===== src/rtl/compute_b_seq_pkg.sv =====
// Shared definitions for the b-offset stage: FSM encoding, internal width
// derivation and the edge-state mode decode.
package compute_b_seq_pkg;

    typedef enum logic [2:0] {
        ST_IDLE = 3'd0,
        ST_PREP = 3'd1,
        ST_DIV  = 3'd2,
        ST_FIX  = 3'd3,
        ST_DONE = 3'd4
    } b_state_e;

    // Signed working width: wide enough for (SR-SL) +/- 2(A-B) without overflow.
    function automatic int calc_w(input int sw, input int aw);
        return ((sw > aw) ? sw : aw) + 3;
    endfunction

    function automatic int calc_n(input int sw, input int aw, input int frac_w);
        return calc_w(sw, aw) + frac_w;
    endfunction

    function automatic logic mode_decode(input logic [31:0] st, input logic [31:0] mask);
        return |(st & mask);
    endfunction

endpackage


===== src/rtl/compute_b_seq_if.sv =====
// Operand/result handshake bundle for compute_b_seq; slave is the block side.
interface compute_b_seq_if #(
    parameter int SW      = 11,
    parameter int AW      = 10,
    parameter int STATE_W = 4,
    parameter int RES_W   = 32
);
    logic               in_valid;
    logic               in_ready;
    logic [STATE_W-1:0] state;
    logic [SW-1:0]      SL;
    logic [SW-1:0]      SR;
    logic [AW-1:0]      A;
    logic [AW-1:0]      B;
    logic               out_valid;
    logic               out_ready;
    logic [RES_W-1:0]   result_b;
    logic               bdivbyzero;
    logic               bsat;

    modport master (
        output in_valid, state, SL, SR, A, B, out_ready,
        input  in_ready, out_valid, result_b, bdivbyzero, bsat
    );

    modport slave (
        input  in_valid, state, SL, SR, A, B, out_ready,
        output in_ready, out_valid, result_b, bdivbyzero, bsat
    );
endinterface


===== src/rtl/compute_b_seq_udiv.sv =====
// Restoring unsigned divider, one quotient bit per clock, MSB first.
// done is high during the cycle in which the final bit is produced.
module seq_udiv #(
    parameter int NW = 30,
    parameter int DW = 14
) (
    input  logic          clk,
    input  logic          rst,
    input  logic          start,
    input  logic [NW-1:0] dividend,
    input  logic [DW-1:0] divisor,
    output logic          done,
    output logic [NW-1:0] quotient
);
    localparam int CW = (NW > 1) ? $clog2(NW) : 1;

    logic          busy_r;
    logic [CW-1:0] cnt_r;
    logic [DW-1:0] rem_r;
    logic [NW-1:0] quo_r;
    logic [DW-1:0] dvs_r;
    logic [DW:0]   rem_shift_s;
    logic          fits_s;
    logic [DW-1:0] rem_next_s;

    // Trial subtraction for the current quotient bit.
    always_comb begin
        rem_shift_s = {rem_r, quo_r[NW-1]};
        fits_s      = (rem_shift_s >= {1'b0, dvs_r});
        if (fits_s) begin
            rem_next_s = DW'(rem_shift_s - {1'b0, dvs_r});
        end else begin
            rem_next_s = rem_shift_s[DW-1:0];
        end
    end

    // Dividend shifts out of quo_r while quotient bits shift in.
    always_ff @(posedge clk) begin
        if (rst) begin
            busy_r <= 1'b0;
            cnt_r  <= '0;
            rem_r  <= '0;
            quo_r  <= '0;
            dvs_r  <= '0;
        end else if (start) begin
            busy_r <= 1'b1;
            cnt_r  <= CW'(NW - 1);
            rem_r  <= '0;
            quo_r  <= dividend;
            dvs_r  <= divisor;
        end else if (busy_r) begin
            rem_r <= rem_next_s;
            quo_r <= {quo_r[NW-2:0], fits_s};
            cnt_r <= cnt_r - CW'(1);
            if (cnt_r == CW'(0)) begin
                busy_r <= 1'b0;
            end else begin
                busy_r <= 1'b1;
            end
        end else begin
            busy_r <= 1'b0;
        end
    end

    assign done     = busy_r && (cnt_r == CW'(0));
    assign quotient = quo_r;

endmodule


===== src/rtl/compute_b_seq.sv =====
// Edge-offset b stage: b = (SR-SL +/- 2(A-B)) / (2(A-B)) in signed fixed point,
// with an internal iterative divider and valid/ready on both sides.
module compute_b_seq
    import compute_b_seq_pkg::*;
#(
    parameter int                 SW        = 11,
    parameter int                 AW        = 10,
    parameter int                 STATE_W   = 4,
    parameter logic [STATE_W-1:0] MODE_MASK = STATE_W'(4'b1010),
    parameter int                 FRAC_W    = 16,
    parameter int                 RES_W     = 32
) (
    input logic              clk,
    input logic              rst,
    compute_b_seq_if.slave   bus
);
    localparam int W  = calc_w(SW, AW);
    localparam int N  = calc_n(SW, AW, FRAC_W);
    localparam int EW = ((N > RES_W) ? N : RES_W) + 1;

    localparam logic [EW-1:0]    POS_MAX = {{(EW-RES_W+1){1'b0}}, {(RES_W-1){1'b1}}};
    localparam logic [EW-1:0]    NEG_MAG = {{(EW-RES_W){1'b0}}, 1'b1, {(RES_W-1){1'b0}}};
    localparam logic [RES_W-1:0] SAT_POS = {1'b0, {(RES_W-1){1'b1}}};
    localparam logic [RES_W-1:0] SAT_NEG = {1'b1, {(RES_W-1){1'b0}}};

    b_state_e           state_r;
    b_state_e           state_nx_s;
    logic [STATE_W-1:0] op_state_r;
    logic [SW-1:0]      sl_r;
    logic [SW-1:0]      sr_r;
    logic [AW-1:0]      a_r;
    logic [AW-1:0]      b_r;
    logic               neg_r;
    logic               dbz_r;
    logic               in_ready_r;
    logic               out_valid_r;
    logic [RES_W-1:0]   result_r;
    logic               bdivbyzero_r;
    logic               bsat_r;

    logic signed [W-1:0] sl_ext_s;
    logic signed [W-1:0] sr_ext_s;
    logic signed [W-1:0] a_ext_s;
    logic signed [W-1:0] b_ext_s;
    logic signed [W-1:0] diff_s;
    logic signed [W-1:0] den_s;
    logic signed [W-1:0] num_s;
    logic                mode_s;
    logic [W-1:0]        abs_num_s;
    logic [W-1:0]        abs_den_s;
    logic [N-1:0]        dividend_s;
    logic                dbz_s;
    logic                div_start_s;
    logic                div_done_s;
    logic [N-1:0]        div_quotient_s;
    logic [EW-1:0]       q_ext_s;
    logic [RES_W-1:0]    fix_res_s;
    logic                fix_sat_s;

    // Operand arithmetic evaluated while in PREP, from the captured operand set.
    always_comb begin
        sl_ext_s  = $signed({{(W-SW){1'b0}}, sl_r});
        sr_ext_s  = $signed({{(W-SW){1'b0}}, sr_r});
        a_ext_s   = $signed({{(W-AW){1'b0}}, a_r});
        b_ext_s   = $signed({{(W-AW){1'b0}}, b_r});
        diff_s    = sr_ext_s - sl_ext_s;
        den_s     = (a_ext_s - b_ext_s) <<< 1;
        mode_s    = mode_decode(32'(op_state_r), 32'(MODE_MASK));
        if (mode_s) begin
            num_s = diff_s + den_s;
        end else begin
            num_s = diff_s - den_s;
        end
        if (num_s[W-1]) begin
            abs_num_s = W'(-num_s);
        end else begin
            abs_num_s = W'(num_s);
        end
        if (den_s[W-1]) begin
            abs_den_s = W'(-den_s);
        end else begin
            abs_den_s = W'(den_s);
        end
        dividend_s = {abs_num_s, {FRAC_W{1'b0}}};
        dbz_s      = (den_s == {W{1'b0}});
    end

    seq_udiv #(
        .NW (N),
        .DW (W)
    ) u_udiv (
        .clk      (clk),
        .rst      (rst),
        .start    (div_start_s),
        .dividend (dividend_s),
        .divisor  (abs_den_s),
        .done     (div_done_s),
        .quotient (div_quotient_s)
    );

    // Next-state decode for the one-op-in-flight handshake sequence.
    always_comb begin
        state_nx_s  = state_r;
        div_start_s = 1'b0;
        case (state_r)
            ST_IDLE: begin
                if (bus.in_valid) begin
                    state_nx_s = ST_PREP;
                end else begin
                    state_nx_s = ST_IDLE;
                end
            end
            ST_PREP: begin
                state_nx_s  = ST_DIV;
                div_start_s = 1'b1;
            end
            ST_DIV: begin
                if (div_done_s) begin
                    state_nx_s = ST_FIX;
                end else begin
                    state_nx_s = ST_DIV;
                end
            end
            ST_FIX: begin
                state_nx_s = ST_DONE;
            end
            ST_DONE: begin
                if (bus.out_ready) begin
                    state_nx_s = ST_IDLE;
                end else begin
                    state_nx_s = ST_DONE;
                end
            end
            default: begin
                state_nx_s = ST_IDLE;
            end
        endcase
    end

    // Sign application and saturation of the unsigned quotient; dbz forces zero.
    always_comb begin
        q_ext_s   = EW'(div_quotient_s);
        fix_res_s = '0;
        fix_sat_s = 1'b0;
        if (dbz_r) begin
            fix_res_s = '0;
            fix_sat_s = 1'b0;
        end else if (neg_r) begin
            if (q_ext_s > NEG_MAG) begin
                fix_res_s = SAT_NEG;
                fix_sat_s = 1'b1;
            end else begin
                fix_res_s = RES_W'(EW'(0) - q_ext_s);
                fix_sat_s = 1'b0;
            end
        end else begin
            if (q_ext_s > POS_MAX) begin
                fix_res_s = SAT_POS;
                fix_sat_s = 1'b1;
            end else begin
                fix_res_s = RES_W'(q_ext_s);
                fix_sat_s = 1'b0;
            end
        end
    end

    // State register and registered handshake outputs.
    always_ff @(posedge clk) begin
        if (rst) begin
            state_r     <= ST_IDLE;
            in_ready_r  <= 1'b1;
            out_valid_r <= 1'b0;
        end else begin
            state_r     <= state_nx_s;
            in_ready_r  <= (state_nx_s == ST_IDLE);
            out_valid_r <= (state_nx_s == ST_DONE);
        end
    end

    // Operand capture, PREP sign/dbz latch and result/flag update on FIX.
    always_ff @(posedge clk) begin
        if (rst) begin
            op_state_r   <= '0;
            sl_r         <= '0;
            sr_r         <= '0;
            a_r          <= '0;
            b_r          <= '0;
            neg_r        <= 1'b0;
            dbz_r        <= 1'b0;
            result_r     <= '0;
            bdivbyzero_r <= 1'b0;
            bsat_r       <= 1'b0;
        end else begin
            if ((state_r == ST_IDLE) && bus.in_valid) begin
                op_state_r <= bus.state;
                sl_r       <= bus.SL;
                sr_r       <= bus.SR;
                a_r        <= bus.A;
                b_r        <= bus.B;
            end
            if (state_r == ST_PREP) begin
                neg_r <= num_s[W-1] ^ den_s[W-1];
                dbz_r <= dbz_s;
            end
            if (state_r == ST_FIX) begin
                result_r     <= fix_res_s;
                bdivbyzero_r <= dbz_r;
                bsat_r       <= fix_sat_s;
            end
        end
    end

    assign bus.in_ready   = in_ready_r;
    assign bus.out_valid  = out_valid_r;
    assign bus.result_b   = result_r;
    assign bus.bdivbyzero = bdivbyzero_r;
    assign bus.bsat       = bsat_r;

endmodule


===== src/flat_wrapper.sv =====
// flat-port wrapper written by rule: the top's interface ports become plain ports
module compute_b_seq_flat import compute_b_seq_pkg::*;
#(
    parameter int                 SW        = 11,
    parameter int                 AW        = 10,
    parameter int                 STATE_W   = 4,
    parameter logic [STATE_W-1:0] MODE_MASK = STATE_W'(4'b1010),
    parameter int                 FRAC_W    = 16,
    parameter int                 RES_W     = 32
)
  (clk, rst, bus_in_valid, bus_state, bus_SL, bus_SR, bus_A, bus_B, bus_out_ready, bus_in_ready, bus_out_valid, bus_result_b, bus_bdivbyzero, bus_bsat);
  compute_b_seq_if #(.SW(SW), .AW(AW), .STATE_W(STATE_W), .RES_W(RES_W)) bus_i ();
  input logic clk;
  input logic rst;
  input wire logic [$bits(bus_i.in_valid)-1:0] bus_in_valid;
  input wire logic [$bits(bus_i.state)-1:0] bus_state;
  input wire logic [$bits(bus_i.SL)-1:0] bus_SL;
  input wire logic [$bits(bus_i.SR)-1:0] bus_SR;
  input wire logic [$bits(bus_i.A)-1:0] bus_A;
  input wire logic [$bits(bus_i.B)-1:0] bus_B;
  input wire logic [$bits(bus_i.out_ready)-1:0] bus_out_ready;
  output wire logic [$bits(bus_i.in_ready)-1:0] bus_in_ready;
  output wire logic [$bits(bus_i.out_valid)-1:0] bus_out_valid;
  output wire logic [$bits(bus_i.result_b)-1:0] bus_result_b;
  output wire logic [$bits(bus_i.bdivbyzero)-1:0] bus_bdivbyzero;
  output wire logic [$bits(bus_i.bsat)-1:0] bus_bsat;
  assign bus_i.in_valid = bus_in_valid;
  assign bus_i.state = bus_state;
  assign bus_i.SL = bus_SL;
  assign bus_i.SR = bus_SR;
  assign bus_i.A = bus_A;
  assign bus_i.B = bus_B;
  assign bus_i.out_ready = bus_out_ready;
  assign bus_in_ready = bus_i.in_ready;
  assign bus_out_valid = bus_i.out_valid;
  assign bus_result_b = bus_i.result_b;
  assign bus_bdivbyzero = bus_i.bdivbyzero;
  assign bus_bsat = bus_i.bsat;
  compute_b_seq #(.SW(SW), .AW(AW), .STATE_W(STATE_W), .MODE_MASK(MODE_MASK), .FRAC_W(FRAC_W), .RES_W(RES_W)) u_core (.clk(clk), .rst(rst), .bus(bus_i));
endmodule

===== config.mk =====
export PLATFORM = sky130hd
export DESIGN_NAME = compute_b_seq_flat
export DESIGN_NICKNAME = d
export VERILOG_FILES = /design/src/rtl/compute_b_seq_pkg.sv /design/src/rtl/compute_b_seq_if.sv /design/src/rtl/compute_b_seq_udiv.sv /design/src/rtl/compute_b_seq.sv /design/src/flat_wrapper.sv
export SDC_FILE = /design/constraint.sdc
export NUM_CORES = 1
export LEC_CHECK = 0
export ABC_AREA = 1
export ABC_CLOCK_PERIOD_IN_PS = 3700
export BUFFER_PORTS_ARGS = -buffer_cell sky130_fd_sc_hd__buf_2
export CORE_UTILIZATION = 35
export DETAILED_ROUTE_END_ITERATION = 7
export PLACE_DENSITY = 0.66
export SLEW_MARGIN = 30
export SYNTH_ARGS = -nofsm -noshare
export SYNTH_HDL_FRONTEND = slang
export SYNTH_SLANG_ARGS = --single-unit

===== constraint.sdc =====
create_clock -name clk -period 3.7 [get_ports clk]
set_input_delay 0.185 -clock clk [delete_from_list [all_inputs] [get_ports clk]]
set_output_delay 0.185 -clock clk [all_outputs]
set_load 0.005 [all_outputs]

==> impl_metrics.py, run 1 <==
metrics = {
    "status": {
        "outcome": "finished with violations",
        "violations": "setup timing",
    },
    "critical_path": {
        "r2r_cells": 26,
        "r2r_slack_ns": -0.31,
        "endpoint": "u_core.u_udiv.quotient[28]",
        "crit_required_ns": 4.00,
        "start_kind": "register",
        "critPathArrivalTime_ns": 4.31,
        "r2r-start": "u_core.a_r[0]",
        "criticalPathCategory": "register to register",
        "crit_path_max_fanout": 6,
        "cp_slowest_stage_delay_ns": 0.41,
        "regToRegEndpoint": "u_core.u_udiv.quotient[28]",
        "crit_top_cell": "nand2_1",
        "worstSetupStartpoint": "u_core.a_r[0]",
        "cp-end-kind": "register",
        "cp_slowest_cell": "fa_2",
    },
    "layout": {
        "drive_above_1_share_pct": 21.9,
        "finalNetCount": 1670,
        "layout_common_cells": "nand2_1 (283), inv_1 (160), nor2_1 (148), dfxtp_1 (144), a21oi_1 (137)",
        "stdcell_area_um2": 11900,
        "mostFrequentLayoutCell": "nand2_1",
        "areaGrowthSynthToFinish_pct": 31.1,
        "fill_cells": 2518,
        "multi_input_area_um2": 5850,
        "seq_area_um2": 2930,
        "n_antenna_cell": 0,
    },
    "die": {
        "fp.dieW_um": 163,
        "rows": 58,
        "initial_core_util_pct": 35.9,
        "core_area_um2": 25300,
        "boundaryPins": 86,
        "dieArea_um2": 26500,
        "die_h_um": 163,
    },
    "power_and_ir_drop": {
        "finalPower_mw": 9.18,
        "power.density_nw_per_um2": 773,
        "peakVddDrop_mv": 0.533,
        "leakage_nw": 5.44,
    },
    "cts": {
        "cts.sinks": 146,
        "numCtsBuffers": 17,
        "cts_max_path_buffers": 2,
        "clk_latency_ns": 0.44,
        "path_clk_slew_ns": 0.07,
        "cts_tree": "built",
        "htreeDepth": 4,
        "cts-root-buf": "clkbuf_16",
    },
    "detailed_routing": {
        "viasPerCell": 4.89,
        "vias": 9319,
        "wl_mm": 24.5,
        "routedWlPerCell_um": 12.9,
        "first_iter_violations": 615,
        "drtAntennaViolNets": 0,
        "drtPass1Iterations": 5,
        "remaining_drc_errors": 0,
    },
    "hold_path": {
        "hold_class": "input pin to register",
    },
    "yosys": {
        "synth_cell_types": 45,
        "postSynthCellCount": 1385,
        "syn_avg_cell_area_um2": 6.54,
        "synth_top_area_share_pct": 32.3,
        "ys_top_cells_by_area": "dfxtp_1 (32%), nand2_1 (13%), a21oi_1 (8.3%)",
        "synth-async-reset-ratio_pct": 0,
        "synth_flop_cell": "dfxtp_1",
        "syn-num-nets": 1492,
        "synth_area_um2": 9060,
        "yosysSeqAreaShare_pct": 32.3,
        "synth_edf_count": 0,
        "ys_ff_latch": 146,
        "yosys_warnings": 0,
        "synth_top_area_cell": "dfxtp_1",
    },
    "global_route": {
        "grt.overflow.total": 0,
        "track_usage_pct": 18.0,
        "grt_pass1_vias": 8329,
        "grt_pass1_wl_mm": 39.1,
        "grt_max_degree": 66,
        "antenna_found_initial": 0,
    },
    "timing": {
        "worst_slack_ns": -0.309,
        "setup_violations": 14,
        "finalClockSkew_ns": 0.0121,
        "fin_crit_ns": 4.01,
        "rsz0062_at_grt": "true",
        "maxSlewHeadroom_pct": 46.1,
        "whs_ns": 0.0105,
        "hold_viol_final": 0,
        "post-route-period-util_pct": 108,
        "timing.fmax_mhz": 249,
        "tns_ns": -3.78,
        "final-max-slew-violation-count": 0,
        "worst_pin_slew_ns": 0.808,
    },
    "placed_design": {
        "portBuffers": 82,
        "dp_hpwl_mm": 17.1,
        "globalplace.congestion": 0.882,
        "dpl-instance-area_um2": 10500,
    },
    "job": {
        "drv_cap": 0,
    },
}
==> state kept, by name, indices dropped and copies added (netlist names) <==
name / count
u_core.u_udiv.busy_r: 1
u_core.u_udiv.quotient: 30
u_core.sr_r: 11
u_core.bus.result_b: 31
u_core.u_udiv.rem_r: 14
u_core.bus.out_valid: 1
u_core.state_r: 3
u_core.bus.bdivbyzero: 1
u_core.dbz_r: 1
u_core.a_r: 10
u_core.b_r: 10
u_core.neg_r: 1
u_core.bus.in_ready: 1
u_core.sl_r: 11
u_core.op_state_r: 2
u_core.u_udiv.cnt_r: 5
u_core.u_udiv.dvs_r: 13
==> per-layer routing <==
metal	share of wire, %	track usage (%)	vias up
li1	-	-	4909
met3	4.9	2.95	40
met2	45	29.8	248
met5	0	0	-
met1	48	24.2	4122
met4	2.0	4.59	0
==> synth_stat cells (11+ instances only) <==
| cell type | count |
|---|---|
| nand2_1 | 304 |
| inv_1 | 168 |
| nor2_1 | 153 |
| a21oi_1 | 150 |
| dfxtp_1 | 146 |
| nand3_1 | 105 |
| o21ai_0 | 105 |
| ha_1 | 54 |
| clkbuf_1 | 45 |
| xor2_1 | 19 |
| o211ai_1 | 14 |
| xnor2_1 | 14 |
| nor3_1 | 12 |
| nand4_1 | 11 |
==> power by group <==
| part | internal (mW) | switching, mW | leakage (nW) |
|---|---|---|---|
| combinational | 2.47 | 3.16 | 3.95 |
| sequential | 1.69 | 0.0741 | 1.19 |
| clock | 0.974 | 0.822 | 0.297 |
==> logic make-up (layout without fill, tap and decap cells) <==
group / count (synthesis) / in the layout / share of synthesized area, %
AOI/OAI and AO/OA: 313 / 313 / 18.7
xor gates and xnor gates: 34 / 34 / 3.37
adders and majority gates: 57 / 57 / 8.12
buffers and inverters: 226 / 415 / 9.54
DFF: 146 / 146 / 32.3
muxes: 1 / 1 / 0.110
other: 1 / 1 / 0.0414
and+or+nand+nor: 607 / 609 / 27.9
==> final cells by class <==
type / instances / share of cell area [%]
Multi-Input combinational cell: 1015 / 49.3
Sequential cell: 146 / 24.6
Timing Repair Buffer: 211 / 12.0
Inverter: 172 / 5.46
Clock buffer: 17 / 3.58
Tap cell: 330 / 3.48
Clock inverter: 15 / 1.61
==> repair_timing <==
item | CTS | global route
pin swaps | 20 | 43
cloned | 1 | 1
buffers inserted | 8 | 8
gates resized for setup | 42 | 73
hold buffers | 8 | 0
endpoints found under the hold margin | 8 | 0
setup endpoints to repair | 14 | 14
==> per-stage QoR <==
stage	std cells	util (%)	worst slack, ns
6_report	1906	47.0	-0.309
5_1_grt	1906	47.0	-0.516
2_1_floorplan	1385	-	-0.0275
4_1_cts	1897	45.5	-0.193
3_5_place_dp	1848	41.6	-0.456
3_3_place_gp	1848	41.6	-0.309
==> critical path, delay by kind of cell (launching register included) <==
kind	cells	cell delay, ns
flip-flops	1	0.32
AND/OR/NAND/NOR	15	1.74
adder cells (fa/ha/maj)	4	1.03
AO/OA/AOI/OAI	4	0.58
buffers and inverters	3	0.19
==> worst min-delay path by stage <==
stage                     slack (ns)  depth (start not counted)              endpoint          from
after floorplan                 0.35                          2         u_core.a_r[1]      bus_A[1]
after global placement          0.44                          3         u_core.a_r[1]      bus_A[1]
after detailed placement        0.44                          3         u_core.a_r[7]      bus_A[7]
after CTS                     0.0004                          3        u_core.sr_r[2]     bus_SR[2]
after global routing            0.02                          3         u_core.a_r[4]      bus_A[4]
final                           0.01                          3  u_core.op_state_r[1]  bus_state[1]
No activity file was read; power rests on OpenSTA's default activity.
==> inputs of run 2 (changes only) <==
Settings changed: ABC_AREA 1 to default.
==> impl_metrics.py, run 2 <==
metrics = {
    "cts": {
        "cts_tree": "built",
        "cts.sinks": 146,
        "htreeDepth": 4,
        "cts-root-buf": "clkbuf_16",
        "numCtsBuffers": 17,
        "path_clk_slew_ns": 0.07,
        "clk_latency_ns": 0.44,
        "cts_max_path_buffers": 2,
    },
    "critical_path": {
        "cp.buffers_inverters": 2,
        "path_cells": "inv_2 -> ha_4 -> inv_2 -> fa_2 -> a211oi_2 -> o21bai_1 -> a21oi_1 -> xnor2_1 -> or4_4 -> or4_4 -> nor3_2 -> ha_1 -> o21ai_1 -> ha_1 -> a21o_1 -> a31oi_4 -> nor3_4 -> or2_4 -> or3_4 -> a311oi_1",
        "cp_slowest_stage_delay_ns": 0.56,
        "crit_path_max_fanout": 6,
        "r2r_slack_ns": -0.95,
        "cp_slowest_cell": "or4_4",
        "start_kind": "register",
        "cp-end-kind": "register",
        "critPathArrivalTime_ns": 5.00,
        "critPathTopFamily": "simple AND/OR/NAND/NOR gates",
        "criticalPathCategory": "register to register",
        "crit_required_ns": 4.05,
    },
    "yosys": {
        "synth_top_area_share_pct": 33.5,
        "synth_edf_count": 0,
        "syn-num-nets": 1206,
        "synth_area_um2": 8730,
        "synth_top_area_cell": "dfxtp_1",
        "syn_avg_cell_area_um2": 7.94,
        "synth-async-reset-ratio_pct": 0,
        "yosysSeqAreaShare_pct": 33.5,
        "synth_flop_cell": "dfxtp_1",
        "synth_common_cells": "dfxtp_1 (146), nand2_1 (146), nor2_1 (108), a21oi_1 (98), xnor2_1 (63)",
        "ys_ff_latch": 146,
        "ys_top_cells_by_area": "dfxtp_1 (33%), ha_1 (7.7%), xnor2_1 (6.3%)",
        "yosys_warnings": 0,
        "postSynthCellCount": 1099,
        "synth_cell_types": 65,
    },
    "timing": {
        "rsz0062_at_grt": "true",
        "hold_viol_final": 0,
        "worst_pin_slew_ns": 0.964,
        "fin_crit_ns": 4.65,
        "post-route-period-util_pct": 126,
        "timing.fmax_mhz": 215,
        "finalClockSkew_ns": 0.0139,
        "worst_slack_ns": -0.955,
        "final-max-slew-violation-count": 0,
        "maxSlewHeadroom_pct": 35.7,
        "setup_violations": 14,
    },
    "layout": {
        "largest_register_ffs": 31,
        "finalNetCount": 1414,
        "fill_cells": 2374,
        "layout_common_cells": "nand2_1 (146), dfxtp_1 (140), buf_4 (121), nor2_1 (108), a21oi_1 (95)",
        "mostFrequentLayoutCell": "nand2_1",
        "areaGrowthSynthToFinish_pct": 31.4,
        "stdcell_area_um2": 11500,
        "drive_above_1_share_pct": 21.9,
        "stdcell_count": 1644,
        "n_antenna_cell": 0,
    },
    "global_route": {
        "grt.overflow.total": 0,
        "antenna_found_initial": 1,
        "grt_max_degree": 75,
        "grt_pass1_wl_mm": 36.6,
        "grt_pass1_vias": 7753,
        "track_usage_pct": 17.2,
    },
    "placed_design": {
        "place_inst": 1561,
        "globalplace.congestion": 0.863,
        "place_ws_ns": -1.00,
        "portBuffers": 82,
        "dp_hpwl_mm": 15.1,
        "dpl-instance-area_um2": 10300,
    },
    "status": {
        "outcome": "finished with violations",
        "violations": "setup timing",
    },
    "die": {
        "core_area_um2": 24400,
        "fp.dieW_um": 160,
        "initial_core_util_pct": 35.8,
        "die_h_um": 160,
        "boundaryPins": 86,
        "rows": 57,
        "dieArea_um2": 25600,
    },
    "detailed_routing": {
        "viasPerCell": 4.98,
        "wl_mm": 21.5,
        "remaining_drc_errors": 0,
        "drtAntennaViolNets": 0,
        "routedWlPerCell_um": 13.1,
        "first_iter_violations": 486,
        "drtPass1Iterations": 5,
        "vias": 8188,
    },
    "power_and_ir_drop": {
        "power.density_nw_per_um2": 735,
        "netSwitchingPower_mw": 3.32,
        "combinationalPowerShare_pct": 58.1,
        "seq_power_share_pct": 21.3,
        "switching_share_pct": 39.4,
        "peakVddDrop_mv": 0.523,
        "p_clk_share_pct": 20.5,
        "leakage_nw": 4.80,
        "internal_power_mw": 5.11,
    },
    "job": {
        "drv_cap": 0,
    },
    "hold_path": {
        "hold_class": "input pin to register",
    },
}
run 2: changes by cell type in the layout (fill, tap and decap cells not counted), sizes merged, moves of 13 or more:
| cell | previous run | this run |
|---|---|---|
| o21ai | 111 | 46 |
| nand2 | 307 | 146 |
| dlygate4sd3 | 8 | 43 |
| a211oi | 2 | 36 |
| inv | 177 | 67 |
| a22oi | 0 | 28 |
| xnor2 | 15 | 63 |
| nor2 | 156 | 108 |
| mux2i | 1 | 29 |
| nor3 | 14 | 27 |
| nand3 | 107 | 8 |
| a21oi | 150 | 98 |
| nor2b | 0 | 17 |
run 2: power groups by stage:
| stage | Clock, mW | Sequential (mW) | Combinational (mW) |
|---|---|---|---|
| 2_1_floorplan | 0 | 1.79 | 2.84 |
| 3_3_place_gp | 0 | 1.83 | 4.38 |
| 3_5_place_dp | 0 | 1.83 | 4.44 |
| 4_1_cts | 1.76 | 1.80 | 4.68 |
| 5_1_grt | 1.84 | 1.82 | 5.41 |
| 6_report | 1.73 | 1.80 | 4.90 |
run 2: layout make-up:
class                   instances  area [µm²]  area share [%]
repair buffers                248        1770            15.4
clock buffers                  17         425            3.71
inverters                      57         214            1.87
multi-input cells             837        5560            48.5
well taps                     324         405            3.53
flip-flops and latches        146        2930            25.5
clock inverters                15         159            1.39
run 2: worst register-to-register path: stages, from the launching register on:
cell and delay, ns:
dfxtp_2 0.32, inv_2 0.06, ha_4 0.12, inv_2 0.03
fa_2 0.34, a211oi_2 0.21, o21bai_1 0.10, a21oi_1 0.17
xnor2_1 0.12, or4_4 0.56, or4_4 0.44, nor3_2 0.12
ha_1 0.25, o21ai_1 0.14, ha_1 0.26, a21o_1 0.20
a31oi_4 0.19, nor3_4 0.09, or2_4 0.26, or3_4 0.38
a311oi_1 0.23
run 2: stage by stage:
step                      util (%)  power, mW  hold slack [ns]  setup TNS [ns]
after floorplan                  -       4.63            0.313          -10.18
after global placement        42.1       6.20            0.421          -11.34
after detailed placement      42.1       6.27            0.423          -12.26
after CTS                     46.6       8.25          0.00463          -11.89
after global routing          47.0       9.08           0.0149          -15.52
final                         47.0       8.43           0.0203          -11.94
run 2: logic make-up (layout without fill, tap and decap cells):
logic type,count (synthesis),after routing,synth area share [%]
adders and majority gates,57,57,8.43
buffers and inverters,116,337,5.25
DFF,146,146,33.5
and+or+nand+nor,381,381,20.2
xor gates and xnor gates,82,82,8.23
muxes,30,30,3.46
other,1,1,0.0430
AOI/OAI and AO/OA,286,286,20.9
run 2: final timing paths:
| path | startpoint | to | cells after the start |
|---|---|---|---|
| worst min register to register | u_core.b_r[5] | u_core.b_r[5] | 2 |
| worst max register to register | u_core.a_r[0] | u_core.u_udiv.quotient[27] | 20 |
| worst min-delay path | bus_SR[10] | u_core.sr_r[10] | 3 |
| worst max-delay path | u_core.a_r[0] | u_core.u_udiv.quotient[27] | 20 |
run 2: metal layers:
| layer | vias to the layer above | routed length [µm] | track usage [%] |
|---|---|---|---|
| met5 | - | 13 | 0 |
| met4 | 2 | 338 | 6.02 |
| met3 | 24 | 679 | 2.99 |
| met2 | 123 | 10000 | 29.0 |
| met1 | 3763 | 10400 | 22.2 |
| li1 | 4276 | - | - |
run 2: repair_timing:
item	CTS	global route
setup buffers	5	3
hold buffers	43	0
cloned	0	1
endpoints found under the setup margin	14	14
resized for setup	15	17
hold endpoints to repair	43	0
pin swaps	10	20
